$ cat src/rtl/adder_share_ctrl_if.sv
// Bundle of requester-side signals for the shared 32-bit adder controller.
// The requester cluster is the master. The controller is the slave.
interface adder_share_ctrl_if #(
  parameter int N_REQ = 4,
  parameter int ID_W  = 2
);
  logic [N_REQ-1:0]    req;
  logic [N_REQ-1:0]    op_sub;
  logic [32*N_REQ-1:0] a_in;
  logic [32*N_REQ-1:0] b_in;
  logic [N_REQ-1:0]    gnt;
  logic                busy;
  logic                done;
  logic [ID_W-1:0]     done_id;
  logic [31:0]         result;
  logic                carry;
  logic                ovf;
  logic                zero;

  modport master (
    output req, op_sub, a_in, b_in,
    input  gnt, busy, done, done_id, result, carry, ovf, zero
  );

  modport slave (
    input  req, op_sub, a_in, b_in,
    output gnt, busy, done, done_id, result, carry, ovf, zero
  );
endinterface

$ cat src/rtl/adder_share_ctrl.sv
// Round-robin time-sharing of one 32-bit hybrid carry-lookahead adder among N_REQ requesters.
// Each operation takes 3 cycles: grant/capture, execute, respond.
module hybrid_adder (
  input  logic [31:0] a,
  input  logic [31:0] b,
  input  logic        cin,
  output logic [31:0] sum,
  output logic        cout
);
  logic [31:0] g, p;
  logic [32:0] c;
  int          base;

  // 4-bit lookahead groups; the group carries ripple from group to group
  always_comb begin
    g    = a & b;
    p    = a ^ b;
    c    = '0;
    c[0] = cin;
    base = 0;
    for (int grp = 0; grp < 8; grp++) begin
      base = 4 * grp;
      c[base+1] = g[base] | (p[base] & c[base]);
      c[base+2] = g[base+1] | (p[base+1] & g[base]) | (p[base+1] & p[base] & c[base]);
      c[base+3] = g[base+2] | (p[base+2] & g[base+1]) | (p[base+2] & p[base+1] & g[base])
                | (p[base+2] & p[base+1] & p[base] & c[base]);
      c[base+4] = g[base+3] | (p[base+3] & g[base+2]) | (p[base+3] & p[base+2] & g[base+1])
                | (p[base+3] & p[base+2] & p[base+1] & g[base])
                | (p[base+3] & p[base+2] & p[base+1] & p[base] & c[base]);
    end
    sum  = p ^ c[31:0];
    cout = c[32];
  end
endmodule

module adder_share_ctrl #(
  parameter int N_REQ = 4,
  parameter int ID_W  = 2
) (
  input  logic               clk,
  input  logic               rst,
  adder_share_ctrl_if.slave  bus
);
  typedef enum logic [1:0] {IDLE, EXEC, RESP} state_t;

  state_t            state_q, state_d;
  logic [ID_W-1:0]   rr_ptr_q, rr_ptr_d;
  logic [ID_W-1:0]   id_q, id_d;
  logic [31:0]       a_q, a_d, b_q, b_d;
  logic              sub_q, sub_d;
  logic [N_REQ-1:0]  gnt_q, gnt_d;
  logic              busy_q, busy_d, done_q, done_d;
  logic [ID_W-1:0]   done_id_q, done_id_d;
  logic [31:0]       result_q, result_d;
  logic              carry_q, carry_d, ovf_q, ovf_d, zero_q, zero_d;

  logic [ID_W-1:0]   win_id;
  logic              win_found;
  int                idx;

  logic [31:0]       b_eff, sum;
  logic              cout;

  // Subtraction is a + ~b + 1, so carry out means "no borrow"
  assign b_eff = sub_q ? ~b_q : b_q;

  hybrid_adder u_adder (
    .a    (a_q),
    .b    (b_eff),
    .cin  (sub_q),
    .sum  (sum),
    .cout (cout)
  );

  // First set request at or after rr_ptr, wrapping modulo N_REQ
  always_comb begin
    win_found = 1'b0;
    win_id    = '0;
    idx       = 0;
    for (int k = 0; k < N_REQ; k++) begin
      idx = int'(rr_ptr_q) + k;
      if (idx >= N_REQ) idx = idx - N_REQ;
      if (!win_found && bus.req[idx]) begin
        win_found = 1'b1;
        win_id    = ID_W'(idx);
      end
    end
  end

  // NOTE: every variable gets its hold value first, so no path through the case leaves one unassigned and no latch is inferred.
  always_comb begin
    state_d   = state_q;
    rr_ptr_d  = rr_ptr_q;
    id_d      = id_q;
    a_d       = a_q;
    b_d       = b_q;
    sub_d     = sub_q;
    gnt_d     = gnt_q;
    busy_d    = busy_q;
    done_d    = done_q;
    done_id_d = done_id_q;
    result_d  = result_q;
    carry_d   = carry_q;
    ovf_d     = ovf_q;
    zero_d    = zero_q;
    case (state_q)
      IDLE: begin
        gnt_d = '0;
        if (win_found) begin
          id_d          = win_id;
          a_d           = bus.a_in[32*int'(win_id) +: 32];
          b_d           = bus.b_in[32*int'(win_id) +: 32];
          sub_d         = bus.op_sub[win_id];
          gnt_d[win_id] = 1'b1;
          busy_d        = 1'b1;
          state_d       = EXEC;
        end
      end
      EXEC: begin
        result_d  = sum;
        carry_d   = cout;
        ovf_d     = (a_q[31] == b_eff[31]) && (sum[31] != a_q[31]);
        zero_d    = (sum == 32'd0);
        done_id_d = id_q;
        done_d    = 1'b1;
        state_d   = RESP;
      end
      RESP: begin
        done_d   = 1'b0;
        gnt_d    = '0;
        busy_d   = 1'b0;
        rr_ptr_d = (int'(id_q) == N_REQ - 1) ? '0 : ID_W'(int'(id_q) + 1);
        state_d  = IDLE;
      end
      default: state_d = IDLE;
    endcase
  end

  // NOTE: sequential state uses non-blocking assignments so every register samples pre-edge values regardless of statement order.
  always_ff @(posedge clk) begin
    if (rst) begin
      state_q   <= IDLE;
      rr_ptr_q  <= '0;
      id_q      <= '0;
      gnt_q     <= '0;
      busy_q    <= 1'b0;
      done_q    <= 1'b0;
      done_id_q <= '0;
      result_q  <= '0;
      carry_q   <= 1'b0;
      ovf_q     <= 1'b0;
      zero_q    <= 1'b0;
    end else begin
      state_q   <= state_d;
      rr_ptr_q  <= rr_ptr_d;
      id_q      <= id_d;
      gnt_q     <= gnt_d;
      busy_q    <= busy_d;
      done_q    <= done_d;
      done_id_q <= done_id_d;
      result_q  <= result_d;
      carry_q   <= carry_d;
      ovf_q     <= ovf_d;
      zero_q    <= zero_d;
    end
  end

  // NOTE: operand registers carry no reset; they are always written in IDLE before EXEC reads them.
  always_ff @(posedge clk) begin
    a_q   <= a_d;
    b_q   <= b_d;
    sub_q <= sub_d;
  end

  assign bus.gnt     = gnt_q;
  assign bus.busy    = busy_q;
  assign bus.done    = done_q;
  assign bus.done_id = done_id_q;
  assign bus.result  = result_q;
  assign bus.carry   = carry_q;
  assign bus.ovf     = ovf_q;
  assign bus.zero    = zero_q;
endmodule

$ cat src/flat_wrapper.sv
// flat-port wrapper written by rule: the top's interface ports become plain ports
module adder_share_ctrl_flat 
#(
  parameter int N_REQ = 4,
  parameter int ID_W  = 2
)
  (clk, rst, bus_req, bus_op_sub, bus_a_in, bus_b_in, bus_gnt, bus_busy, bus_done, bus_done_id, bus_result, bus_carry, bus_ovf, bus_zero);
  adder_share_ctrl_if #(.N_REQ(N_REQ), .ID_W(ID_W)) bus_i ();
  input  logic clk;
  input  logic rst;
  input wire logic [$bits(bus_i.req)-1:0] bus_req;
  input wire logic [$bits(bus_i.op_sub)-1:0] bus_op_sub;
  input wire logic [$bits(bus_i.a_in)-1:0] bus_a_in;
  input wire logic [$bits(bus_i.b_in)-1:0] bus_b_in;
  output wire logic [$bits(bus_i.gnt)-1:0] bus_gnt;
  output wire logic [$bits(bus_i.busy)-1:0] bus_busy;
  output wire logic [$bits(bus_i.done)-1:0] bus_done;
  output wire logic [$bits(bus_i.done_id)-1:0] bus_done_id;
  output wire logic [$bits(bus_i.result)-1:0] bus_result;
  output wire logic [$bits(bus_i.carry)-1:0] bus_carry;
  output wire logic [$bits(bus_i.ovf)-1:0] bus_ovf;
  output wire logic [$bits(bus_i.zero)-1:0] bus_zero;
  assign bus_i.req = bus_req;
  assign bus_i.op_sub = bus_op_sub;
  assign bus_i.a_in = bus_a_in;
  assign bus_i.b_in = bus_b_in;
  assign bus_gnt = bus_i.gnt;
  assign bus_busy = bus_i.busy;
  assign bus_done = bus_i.done;
  assign bus_done_id = bus_i.done_id;
  assign bus_result = bus_i.result;
  assign bus_carry = bus_i.carry;
  assign bus_ovf = bus_i.ovf;
  assign bus_zero = bus_i.zero;
  adder_share_ctrl #(.N_REQ(N_REQ), .ID_W(ID_W)) u_core (.clk(clk), .rst(rst), .bus(bus_i));
endmodule
$ cat config.mk
export PLATFORM = sky130hd
export DESIGN_NAME = adder_share_ctrl_flat
export DESIGN_NICKNAME = d
export VERILOG_FILES = /design/src/rtl/adder_share_ctrl_if.sv /design/src/rtl/adder_share_ctrl.sv /design/src/flat_wrapper.sv
export SDC_FILE = /design/constraint.sdc
export NUM_CORES = 1
export LEC_CHECK = 0
export ABC_AREA = 1
export BUFFER_PORTS_ARGS = -buffer_cell sky130_fd_sc_hd__buf_2
export CAP_MARGIN = 5
export CORE_MARGIN = 2
export CORE_UTILIZATION = 40
export CTS_BUF_LIST = sky130_fd_sc_hd__clkbuf_16
export DETAILED_ROUTE_END_ITERATION = 8
export MAX_ROUTING_LAYER = met4
export PLACE_DENSITY = 0.65
export SLEW_MARGIN = 20
export SYNTH_ARGS = -nofsm -noshare
export SYNTH_HDL_FRONTEND = slang
export SYNTH_HIERARCHICAL = 1
export SYNTH_SLANG_ARGS = --single-unit
$ cat constraint.sdc
create_clock -name clk -period 5 [get_ports clk]
set_input_delay 0.25 -clock clk [delete_from_list [all_inputs] [get_ports clk]]
set_output_delay 0.25 -clock clk [all_outputs]
set_load 0.03 [all_outputs]
Word level (Yosys, flattened, before mapping). Cells that the tools add are included.

Input bits: 266. Bits in registers: 114. Memories: 0. Latch bits: 0. Word-level logic and storage cells: 303. ROM bits: 0. RAM bits: 0.

$mul: 0. $lt $le $gt $ge: 10. Div/mod/pow operators: 0. $add $sub $neg: 8. Equality and inequality tests: 6. Multiplexer cells: 37. Reduce and logical (&&, ||, !) cells: 14. Bitwise operators: 212. Shifts and indexed selects: 2.

Operator list (count): indexed part select 128 x 8 -> 32 bit (2); two-way mux 32 bit (5); bitwise AND 1 bit (128); < comparator 32 x 4 -> 1 bit, second input constant (4); >= comparator 32 x 4 -> 1 bit, second input constant (3); subtractor 32 x 4 -> 32 bit, second input constant (3); bitwise OR 1 bit (80); XOR 32 bit (2); bitwise AND 32 bit (1); zero test 32 bit (1); NOT 32 bit (1); two-way mux 1 bit (15); two-way mux 2 bit (6); binary-select mux 1 bit (select 2 bit) (5); case mux 4 bit (2 select lines) (1); adder 2 x 2 -> 3 bit, second input constant (2); logical AND 1 bit (5); equality test 2 x 1 -> 1 bit, second input constant (2); two-way mux 4 bit (1); case mux 1 bit (2 select lines) (2); case mux 2 bit (2 select lines) (1); AND reduction 2 bit (2); nonzero test 2 bit (2); subtractor 2 x 3 -> 4 bit, second input constant (1); other kinds (12) (14).

Longest topological paths before layout. Gate-level depths: netlist of run 1.

Depth after elaboration: 25. Gate-level depth with buffers: 29.

Modules after synthesis. Netlist of run 1, hierarchy kept.

Modules (own cells, without submodules): adder_share_ctrl (area each 6912.9 µm², cells each 1026, seq. area each 2932.8 µm², times used 1); hybrid_adder (area each 1358.8 µm², cells each 185, seq. area each 0.0 µm², times used 1).

Worst setup path before layout of run 1. OpenSTA, ideal clock, no wires.

Path type: register -> register. Start point: register u_core.sub_q. End point: register u_core.zero_q (netlist: u_core/bus.zero). Setup slack: 1.431 ns. Path buffers: 2. Stages on the path, launching flop included: 28. Arrival time: 3.499 ns. Library setup time: 0.070 ns. Path through: edfxtp_1 -> clkbuf_1 -> buf_1 -> xor2_1 -> ha_1 -> nand2_1 -> clkinv_1 -> nand3_2 -> nand2_2 -> nand2_2 -> nand2_2 -> nand2_2 -> nand2_2 -> nand2_2 -> nand2_4 -> nand2_4 -> nand2_4 -> nand2_4 -> nand2_4 -> nand2_4 -> nand2_4 -> fa_1 -> xor2_1 -> inv_1 -> nand3_1 -> nor3_1 -> nand4_1 -> a21oi_1.

Word-level cells in the longest chain between the ends: 23.

Ends and longest elaborated chain: from (decl) (line adder_share_ctrl.sv:50) `logic sub_q, sub_d;`; from (signal assigned) (line adder_share_ctrl.sv:172) `sub_q <= sub_d;`; two-way mux 32 bit (*) (line adder_share_ctrl.sv:65) `assign b_eff = sub_q ? ~b_q : b_q;`; named net u_core.b_eff[2] (line adder_share_ctrl.sv:61) `logic [31:0] b_eff, sum;`; bitwise AND 32 bit or XOR 32 bit (tied branches) (line adder_share_ctrl.sv:16, adder_share_ctrl.sv:17); bitwise AND 1 bit (on tied branches) (line adder_share_ctrl.sv:27, adder_share_ctrl.sv:28, adder_share_ctrl.sv:29); bitwise OR 1 bit (tied with other cells) (2 in a row) (line adder_share_ctrl.sv:27) `c[base+4] = g[base+3] | (p[base+3] & g[base+2]) | (p[base+3] & p[base+2] & g[base+1])`; bitwise OR 1 bit or bitwise AND 1 bit (tied branches) (line adder_share_ctrl.sv:28, adder_share_ctrl.sv:29); bitwise OR 1 bit (*) (line adder_share_ctrl.sv:29) `| (p[base+3] & p[base+2] & p[base+1] & p[base] & c[base]);`; bitwise AND 1 bit (*) (line adder_share_ctrl.sv:29); [... 8 more ...]; bitwise OR 1 bit (*) (line adder_share_ctrl.sv:29); bitwise AND 1 bit (*) (line adder_share_ctrl.sv:29); bitwise OR 1 bit (*) (line adder_share_ctrl.sv:29); bitwise AND 1 bit (*) (line adder_share_ctrl.sv:23) `c[base+1] = g[base] | (p[base] & c[base]);`; bitwise OR 1 bit (*) (line adder_share_ctrl.sv:23); XOR 32 bit (*) (line adder_share_ctrl.sv:31) `sum = p ^ c[31:0];`; named net u_core.sum[29] (line adder_share_ctrl.sv:61); zero test 32 bit (*) (line adder_share_ctrl.sv:123) `zero_d = (sum == 32'd0);`; to (signal assigned) (line adder_share_ctrl.sv:164) `zero_q <= zero_d;`; to (decl) (line adder_share_ctrl.sv:55) `logic carry_q, carry_d, ovf_q, ovf_d, zero_q, zero_d;`.

Mark *: on every way through the listed nets, which the timed path passes. The rest lies on a longest branch. A chain may end at the register's enable or synchronous reset.

Worst setup path in the final report of run 1.
Start point: register u_core.sub_q. End point: register u_core.zero_q (netlist: u_core/bus.zero).

RTL lines (line): two-way mux 32 bit (*) (adder_share_ctrl.sv:65); named net u_core.b_eff[25] (adder_share_ctrl.sv:61); bitwise AND 32 bit or XOR 32 bit (tied branches) (adder_share_ctrl.sv:16, adder_share_ctrl.sv:17); bitwise AND 1 bit (on tied branches) (adder_share_ctrl.sv:27, adder_share_ctrl.sv:28, adder_share_ctrl.sv:29); bitwise OR 1 bit (tied with other cells) (adder_share_ctrl.sv:27); bitwise OR 1 bit or bitwise AND 1 bit (tied branches) (adder_share_ctrl.sv:28, adder_share_ctrl.sv:29); bitwise OR 1 bit (*) (adder_share_ctrl.sv:29); bitwise AND 1 bit (*) (adder_share_ctrl.sv:23); bitwise OR 1 bit (*) (adder_share_ctrl.sv:23); XOR 32 bit (*) (adder_share_ctrl.sv:31); named net u_core.sum[29] (adder_share_ctrl.sv:61); zero test 32 bit (*) (adder_share_ctrl.sv:123).

Marked as above.

==> results_dict.tcl, run 1 <==
set metrics [dict create \
    fillers 2069 \
    cts_made_buffers 17 \
    endpoint_kind "register" \
    ys_async_sr_fraction 0 \
    drc 0 \
    p_switching_w 0.00318 \
    via_count 8303 \
    worstHoldStart "rst" \
    comb_power_share 0.589 \
    clkPwrFrac 0.172 \
    setup_viol 0 \
    rr_endpoint "u_core/bus.zero" \
    grt.busiest_layer "met2" \
    grt_pass1_wl_mm 38.2 \
    rrSetupSlack_ns 1.03 \
    regArea_um2 2930 \
    status "finished, final reports clean" \
    grt_max_degree 133 \
    cts.reportedPaths.clkPinSlew_ns 0.05 \
    worstHoldEndpoint "u_core/bus.gnt[2]" \
    cp_data_arrival_time_ns 4.32 \
    drt-wirelength-per-cell_um 13.8 \
    ys_warn_count 6 \
    crit_top_cell "nor2_1" \
    synth_flop_cell "edfxtp_1" \
    cts-root-buf "clkbuf_16" \
    critPathSlowestCell "edfxtp_1" \
    avgSynthCellArea_um2 6.83 \
    fmax_mhz 252 \
    gp_congestion 0.840 \
    die_h_um 148 \
    rows 52 \
    hold_class "input pin to register" \
    post_cts_buffers 0 \
    holdPathStages 2 \
    cts_max_path_buffers 2 \
    synth_nets 1522 \
    p_int_w 0.00349 \
    cp-start-kind "register" \
    rr_worst_depth 16 \
    fin_nets 1797 \
    yosysSeqAreaShare 0.355 \
    synth_edf_count 65 \
    use_met1 0.308 \
    rsz0062_at_grt "no" \
    cts_tree "built" \
    ys_types 34 \
    io_pins 309 \
    final_common_cell "nand2_1" \
    r2r-start "u_core/sub_q" \
    final_antenna_net_count 0 \
    skew_ns 0.00782 \
    final_cell_mix "663 x nand2_1, 308 x buf_2, 65 x edfxtp_1, 59 x inv_1, 56 x a21oi_1" \
    max_stage_delay_ns 0.89 \
    syn_area_um2 8270 \
    drive_gt1_frac 0.253 \
    finalSetupTns_ns 0 \
    multiInputGateArea_um2 4730 \
    hpwl_mm 19.1 \
    antenna_found_initial 1 \
    cp.required_ns 5.35 \
    drv_slew 0 \
    crit_buf_inv 2 \
    seqPwrFrac 0.240 \
    clkLatencyLatePin_ns 0.41 \
    postSynthCellCount 1211 \
    report.final.hold_viol_count 0 \
    start_util 0.409 \
    drv_cap 0 \
    synth_seq_cells 114 \
    fin_crit_sh 0.794 \
    gr-usage-met2 0.357 \
    path_cells "buf_4 > xor2_1 > ha_1 > a21oi_1 > nor2_1 > nor2_1 > nor2_1 > nor2_1 > nand2_4 > fa_1 > xor2_1 > inv_1 > nand3_1 > nor3_1 > nand4_1 > a21oi_1" \
    wl_mm 24.4 \
    power_density_nw_per_um2 638 \
    worstMarginPinSlew_ns 1.04 \
    grtUsageMet3 0.0312 \
    fp.dieArea_um2 21800 \
    swShare 0.477 \
    vias_per_cell 4.69 \
    dr.first_iter.drc_count 386 \
    grt_use_total 0.227 \
    cts_resized 0 \
    total_power_w 0.00667 \
    die_x_um 148 \
    core_um2 20200 \
    drt_pass1_iterations 5 \
    cp_max_fo 18 \
    overflow 0 \
    portBuffers 308 \
    cp_top_family "simple AND/OR/NAND/NOR gates" \
    htree_levels 4 \
    max-slew-margin-rel 0.305 \
    worstSetupPathType "register to register" \
    first_global_vias 7690 \
    p_leak_nw 5.93 \
    postCtsHoldBufs 0 \
    post-route-min-period_ns 3.97 \
    clkSinkCount 114 \
    irDropWorstVdd_uv 254 \
    syn2layout_area_growth_pct 26.4 \
]
[layer usage]
metal,vias to the layer above,share of wire
met4,0,0.015
met5,-,0
met2,290,0.46
met1,3638,0.47
li1,4351,-
met3,24,0.054
[through the flow]
step           instance area (um2)  hold WS, ns  std cells  worst slack [ns]   util
6_report                     10500        0.147       1770              1.03  0.517
5_1_grt                      10500        0.142       1770             0.705  0.517
4_1_cts                      10400        0.124       1768             0.996  0.516
3_5_place_dp                  9850        0.456       1736              1.02  0.487
3_3_place_gp                  9850        0.452       1736              1.14  0.487
2_1_floorplan                 8270        0.477       1211              1.43      -
[how the worst max path moves through the flow]
stage                             from               to  slack [ns]  cells after the start
after floorplan           u_core/sub_q  u_core/bus.zero        1.43                     27
after detailed placement  u_core/sub_q  u_core/bus.zero        1.02                     18
final                     u_core/sub_q  u_core/bus.zero        1.03                     16
after global routing      u_core/sub_q  u_core/bus.zero        0.71                     16
after global placement    u_core/sub_q  u_core/bus.zero        1.14                     18
after CTS                 u_core/sub_q  u_core/bus.zero         1.0                     18
[power by group through the flow]
| stage | Combinational (W) | Sequential, W | Clock, W |
|---|---|---|---|
| 6_report | 0.00393 | 0.00160 | 0.00114 |
| 5_1_grt | 0.00441 | 0.00163 | 0.00121 |
| 4_1_cts | 0.00392 | 0.00160 | 0.00117 |
| 3_5_place_dp | 0.00389 | 0.00162 | 0 |
| 3_3_place_gp | 0.00380 | 0.00163 | 0 |
| 2_1_floorplan | 0.00281 | 0.00171 | 0 |
[worst register-to-register path, cell delays in order, from the launching register on]
cell	delay [ns]
edfxtp_1	0.89
buf_4	0.41
xor2_1	0.24
ha_1	0.32
a21oi_1	0.23
nor2_1	0.07
nor2_1	0.18
nor2_1	0.06
nor2_1	0.17
nand2_4	0.10
fa_1	0.39
xor2_1	0.17
inv_1	0.08
nand3_1	0.08
nor3_1	0.24
nand4_1	0.13
a21oi_1	0.15
[cells by family (layout without fill, tap and decap cells)]
logic type | after synthesis | in the layout | share of synthesized area
other | 0 | 1 | 0
flip-flops | 114 | 114 | 0.355
buffers and inverters | 124 | 412 | 0.0759
adder cells (fa/ha/maj) | 45 | 45 | 0.0753
XOR/XNOR | 53 | 53 | 0.0561
AO/OA/AOI/OAI | 104 | 104 | 0.0658
AND/OR/NAND/NOR | 771 | 771 | 0.372
[cell type report]
cell class / instances / area share
multi-input cells: 973 / 0.453
flip-flops and latches: 114 / 0.281
clock inverters: 11 / 0.00503
clock buffers: 21 / 0.0503
well taps: 270 / 0.0323
diodes: 1 / 0.000239
repair buffers: 317 / 0.156
inverters: 63 / 0.0226
[flip-flops by register name (all words and copies together) (netlist names), 2 cells and up]
signal and cells:
u_core/bus.gnt 4, u_core/state_q 2, u_core/bus.done_id 2, u_core/rr_ptr_q 2, u_core/id_q 2, u_core/bus.result 32
u_core/a_q 32, u_core/b_q 32
[cells in the mapped netlist, types with 10 or more instances]
library cell  number  area share
o21ai_0           41       0.025
nand3_1           27       0.016
xor2_1            46       0.049
a21oi_1           56       0.034
buf_6             18       0.025
nand2_2           10      0.0076
nor2_1            42       0.019
nand2_1          663        0.30
clkbuf_1          19      0.0086
dfxtp_1           49        0.12
edfxtp_1          65        0.24
buf_2             16      0.0097
inv_1             58       0.026
ha_1              37       0.056
(Power assumes the default switching activity.)
==> run 2, diff against run 1 <==
--- a/config.mk
+++ b/config.mk
@@ -13,7 +13,7 @@
 export CTS_BUF_LIST = sky130_fd_sc_hd__clkbuf_16
 export DETAILED_ROUTE_END_ITERATION = 8
 export MAX_ROUTING_LAYER = met4
-export PLACE_DENSITY = 0.65
+export PLACE_DENSITY = 0.68
 export SLEW_MARGIN = 20
 export SYNTH_ARGS = -nofsm -noshare
 export SYNTH_HDL_FRONTEND = slang
==> constraint.sdc (replaced) <==
create_clock -name clk -period 3.65 [get_ports clk]
set_input_delay 0.1825 -clock clk [delete_from_list [all_inputs] [get_ports clk]]
set_output_delay 0.1825 -clock clk [all_outputs]
set_load 0.03 [all_outputs]
==> run 2 against run 1 <==
Effect of this change:
- worst hold slack worse by 0.085 ns
- flip-flop and latch count is the same
- combinational power up 40%
- utilization rose by 0.92 points
- clock-buffer cell count decreased by 4
- first-iteration DRC count is 11% higher
- clock power increased by 54%
- clock skew decreased by 0.0018 ns
- fmax grew 15%
- critical path type unchanged
- highest routed layer unchanged
==> results_dict.tcl, run 2 (synthesis results as in run 1) <==
set metrics [dict create \
    status "finished, final reports clean" \
    fp.dieArea_um2 21800 \
    setup_viol 0 \
    overflow 0 \
    p_leak_nw 5.99 \
    final_cell_mix "663 x nand2_1, 308 x buf_2, 65 x edfxtp_1, 57 x inv_1, 56 x a21oi_1" \
    start_util 0.409 \
    regArea_um2 2930 \
    antenna_found_initial 0 \
    rr_worst_depth 26 \
    clkSinkCount 114 \
    portBuffers 308 \
    crit_start "u_core/sub_q" \
    via_count 8354 \
    clkLatencyLatePin_ns 0.42 \
    drt_pass1_iterations 5 \
    skew_ns 0.00601 \
    final_antenna_net_count 0 \
    vias_per_cell 4.69 \
    holdPathStages 2 \
    fillers 2021 \
    report.final.hold_viol_count 0 \
    r2r-start "u_core/sub_q" \
    rrSetupSlack_ns 0.19 \
    cp.required_ns 4.00 \
    worstHoldStart "rst" \
    fmax_mhz 289 \
    core_um2 20200 \
    post-route-min-period_ns 3.46 \
    drv_slew 0 \
    final_common_cell "nand2_1" \
    cts.reportedPaths.clkPinSlew_ns 0.06 \
    cts_made_buffers 17 \
    cts_tree "built" \
    postLayoutSetupSlackWorst_ns 0.192 \
    grt_use_total 0.225 \
    cp-start-kind "register" \
    cp_data_arrival_time_ns 3.81 \
    wl_mm 24.5 \
    hpwl_mm 19.4 \
    worstSetupPathType "register to register" \
    syn2layout_area_growth_pct 28.6 \
    die_x_um 148 \
    dr.first_iter.drc_count 427 \
    cp_max_fo 12 \
    io_pins 309 \
    drv_cap 0 \
    first_global_vias 7543 \
    worstMarginPinSlew_ns 1.08 \
    grt_pass1_wl_mm 37.5 \
    rows 52 \
    rsz0062_at_grt "no" \
    fin_crit_sh 0.947 \
    irDropWorstVdd_uv 326 \
    cts-root-buf "clkbuf_16" \
    htree_levels 4 \
    fin_nets 1809 \
    dpl_worst_slack_ns 0.100 \
    finalSetupTns_ns 0 \
    grt_max_degree 66 \
    drt-wirelength-per-cell_um 13.8 \
    rr_endpoint "u_core/bus.zero" \
    endpoint_kind "register" \
    power_density_nw_per_um2 885 \
    drc 0 \
    num_antenna_cells 0 \
    cts_max_path_buffers 2 \
    multiInputGateArea_um2 4760 \
    max-slew-margin-rel 0.276 \
    gp_congestion 0.843 \
    die_h_um 148 \
    worstHoldEndpoint "u_core/bus.ovf" \
    drive_gt1_frac 0.262 \
    hold_class "input pin to register" \
]
## run 2: cell count changes in the layout (fill, tap and decap cells not counted), moves of 2 or more
cell        previous run  this run
buf_4                  7        18
bufinv_16              0         4
clkbuf_16             21        18
clkinv_2               5         0
clkinv_4               0         5
clkinvlp_4             0         3
inv_1                 59        57
inv_4                  2         0
inv_6                  0         2
## run 2: cell type report
cell class	count	share of cell area
inverters	63	0.0222
clock buffers	17	0.0400
flip-flops and latches	114	0.276
repair buffers	329	0.164
clock inverters	15	0.0195
multi-input cells	973	0.447
well taps	270	0.0317
## run 2: worst max-delay path, cell delays in order, from the launching register on
cell and delay [ns]:
edfxtp_1 0.43, buf_12 0.18, xor2_1 0.16, ha_1 0.34
nand2_1 0.08, clkinv_1 0.07, nand3_2 0.07, nand2_2 0.08
nand2_2 0.07, nand2_2 0.07, nand2_2 0.07, nand2_2 0.07
nand2_2 0.09, nand2_4 0.07, nand2_4 0.07, nand2_4 0.06
nand2_4 0.07, nand2_4 0.06, nand2_4 0.07, nand2_4 0.06
fa_1 0.39, xor2_1 0.17, inv_1 0.08, nand3_1 0.09
nor3_2 0.14, nand4_1 0.11, a21oi_1 0.15
## run 2: report_power, final
group | internal (W) | switching [W] | total [W]
registers | 0.00191 | 0.000249 | 0.00216
logic | 0.00193 | 0.00358 | 0.00551
clock network | 0.00115 | 0.000605 | 0.00175
## run 2: layer usage
metal | global-route usage | vias up | share of wire
li1 | - | 4373 | -
met1 | 0.296 | 3704 | 0.47
met2 | 0.364 | 252 | 0.47
met3 | 0.0318 | 25 | 0.047
met4 | 0.0644 | 0 | 0.013
met5 | - | - | 0
## run 2: how the worst max path moves through the flow
stage / endpoint / cells after the start
2_1_floorplan: u_core/bus.zero / 27
3_3_place_gp: u_core/bus.zero / 26
3_5_place_dp: u_core/bus.zero / 24
4_1_cts: u_core/bus.zero / 26
5_1_grt: u_core/bus.zero / 26
6_report: u_core/bus.zero / 26
## run 2: what timing repair did
item / in CTS / in global routing
setup buffers: 0 / 1
setup endpoints to repair: 0 / 1
gates resized for setup: 0 / 3
hold buffers: 0 / 0
## run 2: metrics by stage
stage               cell area, um2  hold slack [ns]  cells  utilization  power, W
global route                 10600           0.0651   1781        0.526    0.0102
global placement              9960            0.453   1747        0.492   0.00750
CTS                          10600           0.0414   1779        0.523   0.00938
detailed placement            9960            0.455   1747        0.492   0.00758
floorplan                     8270            0.442   1211            -   0.00620
finish                       10600           0.0615   1781        0.526   0.00941
